### src/rtl/harness_trace_fifo.sv
// ---------------------------------------------------------------------------
// harness_trace_fifo
// Synchronous FIFO with a registered head word and drop-on-full behaviour.
//   clock    : rising-edge clock
//   reset    : synchronous active-high reset (empties FIFO, clears flags)
//   clear    : synchronous flush (same effect as reset)
//   push/din : write request and data
//   pop      : read request; ignored while empty
//   head     : registered copy of the oldest entry, valid while !empty
//   empty    : no entries held
//   overflow : sticky, set when a push was dropped because the FIFO was full
// A push into a full FIFO is accepted when a pop happens in the same cycle.
// ---------------------------------------------------------------------------
module harness_trace_fifo #(
  parameter int WIDTH = 53,
  parameter int DEPTH = 16
) (
  input  logic             clock,
  input  logic             reset,
  input  logic             clear,
  input  logic             push,
  input  logic [WIDTH-1:0] din,
  input  logic             pop,
  output logic [WIDTH-1:0] head,
  output logic             empty,
  output logic             overflow
);

  localparam int AW = $clog2(DEPTH);
  localparam logic [AW:0] DEPTH_C = (AW+1)'(DEPTH);
  localparam logic [AW:0] ONE_C   = (AW+1)'(1);

  logic [WIDTH-1:0] mem [DEPTH];
  logic [AW-1:0]    wr_ptr_reg;
  logic [AW-1:0]    rd_ptr_reg;
  logic [AW-1:0]    rd_ptr_inc;
  logic [AW:0]      count_reg;
  logic [WIDTH-1:0] head_reg;
  logic             overflow_reg;

  logic full;
  logic do_pop;
  logic do_push;
  logic drop;

  assign full       = (count_reg == DEPTH_C);
  assign empty      = (count_reg == '0);
  assign do_pop     = pop && !empty && !clear;
  // Room appears in a full FIFO when the head leaves in the same cycle.
  assign do_push    = push && !clear && (!full || do_pop);
  assign drop       = push && !clear && full && !do_pop;
  assign rd_ptr_inc = rd_ptr_reg + 1'b1;

  always_ff @(posedge clock) begin
    if (do_push) begin
      mem[wr_ptr_reg] <= din;
    end
  end

  always_ff @(posedge clock) begin
    if (reset || clear) begin
      wr_ptr_reg   <= '0;
      rd_ptr_reg   <= '0;
      count_reg    <= '0;
      head_reg     <= '0;
      overflow_reg <= 1'b0;
    end else begin
      if (do_push) begin
        wr_ptr_reg <= wr_ptr_reg + 1'b1;
      end
      if (do_pop) begin
        rd_ptr_reg <= rd_ptr_inc;
      end
      case ({do_push, do_pop})
        2'b10:   count_reg <= count_reg + 1'b1;
        2'b01:   count_reg <= count_reg - 1'b1;
        default: count_reg <= count_reg;
      endcase
      if (drop) begin
        overflow_reg <= 1'b1;
      end
      // Head register: with more than one entry the successor is already in
      // memory; with exactly one, the successor can only be the word being
      // pushed this cycle. An empty FIFO takes the pushed word directly.
      if (do_pop) begin
        if (count_reg > ONE_C) begin
          head_reg <= mem[rd_ptr_inc];
        end else if (do_push) begin
          head_reg <= din;
        end
      end else if (do_push && empty) begin
        head_reg <= din;
      end
    end
  end

  assign head     = head_reg;
  assign overflow = overflow_reg;

endmodule

### config.mk
export PLATFORM = sky130hd
export DESIGN_NAME = harness_trace_fifo
export DESIGN_NICKNAME = d
export VERILOG_FILES = /design/src/rtl/harness_trace_fifo.sv
export SDC_FILE = /design/constraint.sdc
export NUM_CORES = 1
export LEC_CHECK = 0
export BUFFER_PORTS_ARGS = -buffer_cell sky130_fd_sc_hd__buf_2
export CORE_UTILIZATION = 39
export DETAILED_ROUTE_END_ITERATION = 16
export PLACE_DENSITY = 0.58
export SYNTH_ARGS = -nofsm -noshare
export SYNTH_HDL_FRONTEND = slang
export SYNTH_SLANG_ARGS = --single-unit
### constraint.sdc
create_clock -name clock -period 14.82 [get_ports clock]
set_input_delay 0.741 -clock clock [delete_from_list [all_inputs] [get_ports clock]]
set_output_delay 0.741 -clock clock [all_outputs]
set_load 0.01 [all_outputs]
==> results of run 1 <==
[metal layers]
metal	wire length, µm	part of all wire [%]	up-vias	GRT usage [%]
met5	44	0.053	-	0
met1	35760	43	9374	25.50
met4	1369	1.7	6	4.918
met3	4977	6.0	93	3.153
met2	40730	49	521	30.14
li1	-	-	7312	-
[layout make-up]
type                       count  share of cell area, %
sequential                   915                  66.57
multi-input combinational    681                  19.88
clock buffer                 124                  6.428
tap                         1165                  3.619
timing repair buffer         149                  2.082
clock inverter                51                  1.364
inverter                       6                0.05592
antenna                        1               0.006213
[logic make-up (layout without fill, tap and decap cells)]
kind of cell	Yosys count	count (layout)	synth area share [%]
flops	915	915	76.26
other cells	0	1	0
mux	267	267	15.15
simple gates	222	222	2.641
xor+xnor	14	14	0.3702
compound gates	168	168	3.776
fa+ha+maj	10	10	0.3559
buf+inv	109	330	1.452
[cells in the mapped netlist (all sizes together), types with 6 or more instances]
master and instances:
mux2i 55, xnor2 6, ha 10, nor2 32
o211ai 53, inv 6, xor2 8, nand2b 6
a21oi 57, buf 50, o221a 53, edfxtp 848
clkbuf 53, nand2 165, mux4 212, nor3 6
dfxtp 67
[power breakdown]
group          total (mW)  internal (mW)  switching (mW)
logic               0.160         0.0566           0.103
clock network        2.38           1.42           0.965
registers            2.85           2.84          0.0123
total                5.39           4.31            1.08
[stage by stage]
step                      util [%]  hold slack [ns]  total power [mW]
final                        45.36           0.4820             5.394
after detailed placement     41.82           0.4935             3.066
after floorplan                  -           0.4917             2.985
after CTS                    45.36           0.4424             5.444
after global routing         45.36           0.4684             5.550
after global placement       41.82           0.4953             3.060
[critical path, delay by kind of cell, from the launching register on]
kind | cells | cell delay, ns
AO/OA/AOI/OAI | 2 | 0.42
flip-flops | 1 | 0.69
buffers and inverters | 3 | 2.35
multiplexers | 2 | 0.78
[worst max-delay path by stage]
stage / startpoint / endpoint / slack [ns] / cells past startpoint
6_report: rd_ptr_reg[0] / head[48] / 10.38 / 7
5_1_grt: rd_ptr_reg[0] / head[51] / 9.91 / 7
4_1_cts: rd_ptr_reg[0] / head[48] / 10.17 / 7
3_5_place_dp: rd_ptr_reg[0] / head[48] / 10.20 / 7
3_3_place_gp: rd_ptr_reg[0] / head[0] / 10.27 / 7
2_1_floorplan: clear / mem[3][0] / 8.83 / 5
[cells in the final DEF (no fill, tap or decap), types with 5 or more instances in the layout]
master     netlist  final
nand2_1        165    165
clkinv_2         0     14
mux2i_1         55     55
inv_1            6      6
clkinv_1         0     18
xor2_1           8      7
o221a_2         49     49
xnor2_1          5      5
o211ai_1        53     53
clkbuf_1        53     21
dfxtp_1         67     66
nor2_1          31     18
a21oi_1         57     57
mux4_2         212    212
bufinv_16        0     11
nand2b_1         6      5
nor2_4           0     14
buf_4            1     37
clkbuf_8         0      6
buf_2           42    112
clkbuf_16        0     97
edfxtp_1       848    848
ha_1            10      9
==> run summary, run 1 <==
CTS hold repair buffers - 0
Fin crit period - 4.438 ns
CTS root buf - clkbuf_16
Skew-Pair Late Insertion Delay - 0.64 ns
Max-Cap Viols - 0
Mapped Nets - 1773
WP data arrival - 4.96 ns
Crit-path slowest cell - buf_4
Starting DRT DRC Count - 1508
Synth area leader - edfxtp_1
Critical R2R Launch - rd_ptr_reg[0]
F_max - 0.2253 GHz
Warnings, synthesis - 0
Pins Over Slew Limit - 0
Synth unique cells - 40
CP Capture Type - flip-flop
Rel. slew slack - 21.34%
Port bufs - 112
Crit path kind - reg -> reg
Dpl ws - 10.20 ns
IO Count - 113
Nets - 1914
Post-CTS sizing - 0
Post-Synthesis Cells - 1705
Clk buf depth - 3
Dpl cells - 2916
Hold crit path type - in -> reg
Setup violations, final - 0
Die width - 302.2 µm
Lkg Pwr - 12.61 nW
Hold Startpoint - din[42]
Element type at the critical path start - flip-flop
Area growth, synth to finish - 14.57%
Final Cell Area - 0.04027 mm²
Drt via density - 5.597
Cell mode on critical path - buf_4
Crit path cell chain - buf_4 > buf_4 > buf_4 > mux4_2 > mux2i_1 > o211ai_1 > o221a_2
Clk pin slew, worst setup/hold paths - 0.06 ns
TNS Setup - 0 ns
Layout cells sized above 1 - 29.91%
Die area - 0.09134 mm²
First-pass GRT wire length - 122000 µm
Synthesized flop and latch total - 915
Worst clock skew - 0.01891 ns
Post-CTS Setup Bufs - 0
CTS tree - yes
Area contributors post-synth - edfxtp_1 (72%), mux4_2 (14%), dfxtp_1 (3.8%), nand2_1 (1.8%), o221a_2 (1.6%)
Reg2Reg Depth - 7
Seq/Total Area, Yosys - 76.26%
Wirelength per Cell - 26.80 µm
Ys async rst share - 0%
Peak supply drop - 0.07534 mV
CTS sink count - 915
P per Cell Area - 133.9 mW/mm²
Post-synth top area share - 72.44%
Placed instance area - 0.03713 mm²
Period utilisation layout - 29.94%
H-tree Lvls - 3
Worst EP required - 15.34 ns
Ys flop type - edfxtp_1
EDFF count, synth - 848
Multi-input logic area - 0.008005 mm²
Final hold viol count - 0
Die Ht - 302.2 µm
Hold path depth - 1
Hold Path Sink - mem[6][42]
GPL Wtd Cong - 0.7204
Pin count of the biggest net entering global routing - 65
Max FO, Critical Path - 43
FF-to-FF End - head[48]
Final HPWL DP - 39330 µm
R2R Setup Slk - 10.38 ns
CTS Buf Count - 93
Drt total wl - 82880 µm
DRT antenna net count - 0
Overflow after GRT - 0
Initial antenna violation count - 8
Initial Utilization - 39.59%
Worst-Margin Slew - 1.180 ns
Post-Syn Area per Cell - 20.62 µm²
DR DRC count - 0
Via Count - 17306
RSZ-0062 raised after global routing - false
Core ar. - 0.08878 mm²
Cell area after synthesis - 0.03515 mm²
FP Rows - 109
Setup WS post-layout - 10.38 ns
Slowest stage delay, CP - 0.82 ns
Fill cell count - 7408
Number of flip-flops in the largest register - 848
Status - complete, no violations
Router iterations before antenna repair - 5
Vias in the first global route - 18116
FF+latch area - 0.02681 mm²
GRT Util Overall - 18.40%
Non-Filler Instances - 3092
No activity file was read; power rests on OpenSTA's default activity.
==> run 2, diff against run 1 <==
- PLACE_DENSITY: 0.58 -> 0.6
- clock period: 14.82 -> 3.7 ns (I/O delays scaled with it)
==> run summary, run 2 (synthesis results as in run 1) <==
Status - complete, no violations
Initial Utilization - 39.59% (unchanged)
Worst hold slack - 0.05297 ns (-0.4290 ns)
Via Count - 17337 (+0.18%)
Critical R2R Launch - count_reg[0]
Final Util - 46.46% (+1.1 points)
Die width - 302.2 µm (unchanged)
Dpl ws - 0.5587 ns (-9.637 ns)
Overflow after GRT - 0 (unchanged)
IO Count - 113 (unchanged)
RSZ-0062 raised after global routing - false
GRT Util Overall - 17.86% (-0.54 points)
Peak supply drop - 0.3453 mV (+360%)
Starting DRT DRC Count - 1420 (-5.8%)
Clk pin slew, worst setup/hold paths - 0.06 ns (about the same)
Pin count of the biggest net entering global routing - 80 (+23%)
P per Cell Area - 524.5 mW/mm² (+290%)
Lkg Pwr - 12.97 nW (+2.8%)
Pins Over Slew Limit - 0 (unchanged)
F_max - 0.3154 GHz (+40%)
Max FO, Critical Path - 53 (+23%)
Total power - 21.63 mW (+300%)
Nets - 1980 (+3.4%)
Commonest non-fill, non-tap cell in the layout - edfxtp_1
Area growth, synth to finish - 17.34%
Wirelength per Cell - 25.52 µm (-4.8%)
Router iterations before antenna repair - 5 (unchanged)
Placed instance area - 0.03760 mm² (+1.3%)
WP data arrival - 3.68 ns (-1.28 ns)
Die area - 0.09134 mm² (unchanged)
Element type at the critical path start - flip-flop
DR DRC count - 0 (unchanged)
CTS root buf - clkbuf_16
Layout cells sized above 1 - 29.86% (-0.048 points)
Number of flip-flops in the largest register - 848 (unchanged)
Most frequent cells in the layout - edfxtp_1 (848), mux4_2 (212), nand2_1 (165), buf_2 (112), clkbuf_16 (92)
Final Cell Area - 0.04125 mm² (+2.4%)
Drt total wl - 80430 µm (-3.0%)
Rel. slew slack - 28.89% (+7.6 points)
Crit path kind - reg -> reg
CTS tree - yes
Worst-Margin Slew - 1.067 ns (-0.1134 ns)
Clk buf depth - 3 (unchanged)
Max-Cap Viols - 0 (unchanged)
CP startpoint - count_reg[0]
Hold crit path type - in -> reg
DRT antenna net count - 0 (unchanged)
Core ar. - 0.08878 mm² (unchanged)
GPL Wtd Cong - 0.7262 (+0.81%)
Hold Startpoint - push
Skew-Pair Late Insertion Delay - 0.63 ns (about the same)
CTS Buf Count - 88 (-5.4%)
Drt via density - 5.500 (-1.7%)
FP Rows - 109 (unchanged)
Setup violations, final - 0 (unchanged)
Setup WS post-layout - 0.5293 ns (-9.853 ns)
Initial antenna violation count - 1 (-7)
CTS sink count - 915 (unchanged)
H-tree Lvls - 3 (unchanged)
Worst EP required - 4.21 ns (-11.13 ns)
Vias in the first global route - 18410 (+1.6%)
Port bufs - 112 (unchanged)
First-pass GRT wire length - 119700 µm (-2.0%)
Final hold viol count - 0 (unchanged)
Final HPWL DP - 40960 µm (+4.1%)
Fin crit period - 3.171 ns (-1.267 ns)
Worst clock skew - 0.02259 ns (+0.003685 ns)
Period utilisation layout - 85.70% (+56 points)
Die Ht - 302.2 µm (unchanged)
CP Capture Type - flip-flop
==> run 2: cell type report <==
| class | instances | area [µm²] |
|---|---|---|
| fillers | 7246 | 47540 |
| flip-flops and latches | 915 | 26810 |
| multi-input cells | 681 | 8030 |
| clock buffers | 119 | 2484 |
| repair buffers | 220 | 1819 |
| well taps | 1165 | 1458 |
| clock inverters | 45 | 621.8 |
| inverters | 6 | 22.52 |
| diodes | 1 | 2.502 |
==> run 2: worst paths after layout <==
kind	end	slack, ns	depth (start not counted)
worst max-delay path	head[46]	0.53	12
worst min-delay path	overflow	0.05	5
worst max register to register	head[46]	0.53	12
worst min register to register	overflow	0.51	2
==> run 2: per-stage QoR <==
| step | setup TNS, ns | std cells |
|---|---|---|
| CTS | 0 | 3151 |
| finish | 0 | 3152 |
| detailed placement | 0 | 2933 |
| global placement | 0 | 2933 |
| floorplan | -269.72 | 1705 |
| global route | 0 | 3151 |
==> run 2: power by group <==
part	internal, mW	switching [mW]
combinational	0.276	0.436
clock	5.76	3.75
sequential	11.4	0.0456
==> run 2: timing repair <==
action | CTS | global route
buffers inserted | 0 | 0
setup endpoints to repair | 0 | 0
hold buffers | 54 | 0
endpoints found under the hold margin | 849 | 0
gates resized for setup | 0 | 0
==> run 2: metal layers <==
layer,track usage [%],share of wire [%]
met1,24.65,44
met2,29.35,49
met3,2.600,4.6
met4,5.544,2.2
met5,0,0.014
==> run 2: critical path: stages (launching register included) <==
cell and delay (ns):
dfxtp_1 0.46, inv_1 0.13, ha_1 0.22, nor2b_1 0.15
a311oi_2 0.25, buf_4 0.21, inv_1 0.06, ha_1 0.28
and3_1 0.24, nor3_4 0.22, buf_12 0.38, o211ai_1 0.16
o221a_2 0.27
==> run 3, diff against run 2 <==
- PLACE_DENSITY: 0.6 -> 0.58
- SKIP_LAST_GASP: default -> 1
- clock period: 3.7 -> 3.5 ns (I/O delays scaled with it)
==> run summary, run 3 (synthesis results as in run 1) <==
Die Ht - 302.2 µm (unchanged)
Setup WS post-layout - 0.4354 ns (-0.09386 ns)
CTS tree - yes
Final hold viol count - 0 (unchanged)
Fill cell count - 7312 (+0.91%)
Initial Utilization - 39.59% (unchanged)
Crit path kind - reg -> reg
R2R Setup Slk - 0.44 ns (-0.09 ns)
Multi-input logic area - 0.008030 mm² (unchanged)
Lkg Pwr - 13.03 nW (+0.46%)
Initial antenna violation count - 1 (unchanged)
Port bufs - 112 (unchanged)
Wirelength per Cell - 25.64 µm (+0.49%)
CTS root buf - clkbuf_16
Worst hold slack - 0.05253 ns (-0.0004422 ns)
Worst-Margin Slew - 0.9942 ns (-0.07242 ns)
RSZ-0062 raised after global routing - false
CP Capture Type - flip-flop
Via Count - 17462 (+0.72%)
DR DRC count - 0 (unchanged)
Status - complete, no violations
Pin count of the biggest net entering global routing - 88 (+10%)
Reg2Reg Depth - 11 (-1)
Layout cells sized above 1 - 30.13% (+0.27 points)
Drt total wl - 81100 µm (+0.84%)
Max FO, Critical Path - 53 (unchanged)
Commonest non-fill, non-tap cell in the layout - edfxtp_1
Hold path depth - 4 (-1)
GPL Wtd Cong - 0.7324 (+0.85%)
Worst EP required - 4.02 ns (-0.19 ns)
Pins Over Slew Limit - 0 (unchanged)
Area growth, synth to finish - 17.67%
Post-CTS Setup Bufs - 0 (unchanged)
DRT antenna net count - 0 (unchanged)
Dpl ws - 0.4567 ns (-0.1020 ns)
Rel. slew slack - 33.72% (+4.8 points)
Peak supply drop - 0.3440 mV (-0.38%)
Die area - 0.09134 mm² (unchanged)
Final Util - 46.59% (+0.13 points)
WP data arrival - 3.59 ns (-0.09 ns)
IO Count - 113 (unchanged)
Most frequent cells in the layout - edfxtp_1 (848), mux4_2 (212), nand2_1 (165), buf_2 (112), clkbuf_16 (95)
Number of flip-flops in the largest register - 848 (unchanged)
F_max - 0.3263 GHz (+3.5%)
FF-to-FF End - head[8]
CTS sink count - 915 (unchanged)
Hold crit path type - in -> reg
Die width - 302.2 µm (unchanged)
Final Cell Area - 0.04136 mm² (+0.29%)
P per Cell Area - 554.9 mW/mm² (+5.8%)
CTS Buf Count - 92 (+4.5%)
Drt via density - 5.521 (+0.37%)
Skew-Pair Late Insertion Delay - 0.65 ns (+0.02 ns)
Overflow after GRT - 0 (unchanged)
CP startpoint - count_reg[0]
TNS Setup - 0 ns (unchanged)
Fin crit period - 3.065 ns (-0.1061 ns)
Vias in the first global route - 18587 (+0.96%)
First-pass GRT wire length - 121300 µm (+1.4%)
FP Rows - 109 (unchanged)
FF+latch area - 0.02681 mm² (unchanged)
Clk buf depth - 3 (unchanged)
Core ar. - 0.08878 mm² (unchanged)
Starting DRT DRC Count - 1439 (+1.3%)
Clk pin slew, worst setup/hold paths - 0.06 ns (about the same)
GRT Util Overall - 18.13% (+0.27 points)
Max-Cap Viols - 0 (unchanged)
Placed instance area - 0.03763 mm² (about the same)
Post-CTS sizing - 0 (unchanged)
Worst setup endpoint - head[8]
Period utilisation layout - 87.56% (+1.9 points)
Element type at the critical path start - flip-flop
Nets - 1987 (+0.35%)
Setup violations, final - 0 (unchanged)
Router iterations before antenna repair - 5 (unchanged)
Critical R2R Launch - count_reg[0]
H-tree Lvls - 3 (unchanged)
Final HPWL DP - 42430 µm (+3.6%)
Antenna diode instance count - 0 (-1)
Worst clock skew - 0.01933 ns (-0.003263 ns)
run 3: cell types whose count changed in the layout (fill, tap and decap cells not counted), sizes merged, moves of 2 or more:
cell / change
dlygate4sd3: +2
clkinv: +5
inv: +2
bufinv: -5
clkbuf: +8
run 3: worst min-delay path by stage:
stage,from,to
floorplan,din[0],mem[0][0]
global placement,overflow,overflow
detailed placement,overflow,overflow
CTS,clear,overflow
global route,clear,overflow
finish,clear,overflow
run 3: critical path: stages, from the launching register on:
cell and delay, ns:
dfxtp_1 0.46, inv_1 0.11, ha_1 0.23, nor2b_1 0.16, a311oi_2 0.32, inv_1 0.08
ha_1 0.28, and3_1 0.24, nor3_4 0.21, buf_12 0.38, o211ai_1 0.18, o221a_2 0.27
run 3: cell type report:
class / count / area share, %
clock buffers: 127 / 6.425
flip-flops and latches: 915 / 64.81
repair buffers: 223 / 4.525
clock inverters: 46 / 1.246
well taps: 1165 / 3.524
inverters: 6 / 0.05445
multi-input cells: 681 / 19.41
run 3: report_power, final:
group	switching, mW	total [mW]	internal [mW]	leakage [nW]
clock network	4.09	10.1	6.06	1.55
logic	0.451	0.742	0.291	3.29
registers	0.0514	12.1	12.0	8.19
total	4.59	23.0	18.4	13.0
run 3: through the flow:
step	cells	total power, mW
floorplan	1705	12.64
global placement	2934	12.97
detailed placement	2934	13.00
CTS	3163	23.18
global route	3163	23.62
finish	3163	22.96
run 3: repair_timing:
item                                   CTS  global route
hold buffers                            56             0
endpoints found under the hold margin  853             0
setup endpoints to repair                0             0
run 3: layer usage:
layer  GRT usage [%]  up-vias  share of wire (%)
li1                -     7461                  -
met1           25.18     9380                 44
met2           29.75      515                 49
met3           2.535      106                5.5
met4           5.556        0                2.1
met5               0        -                  0
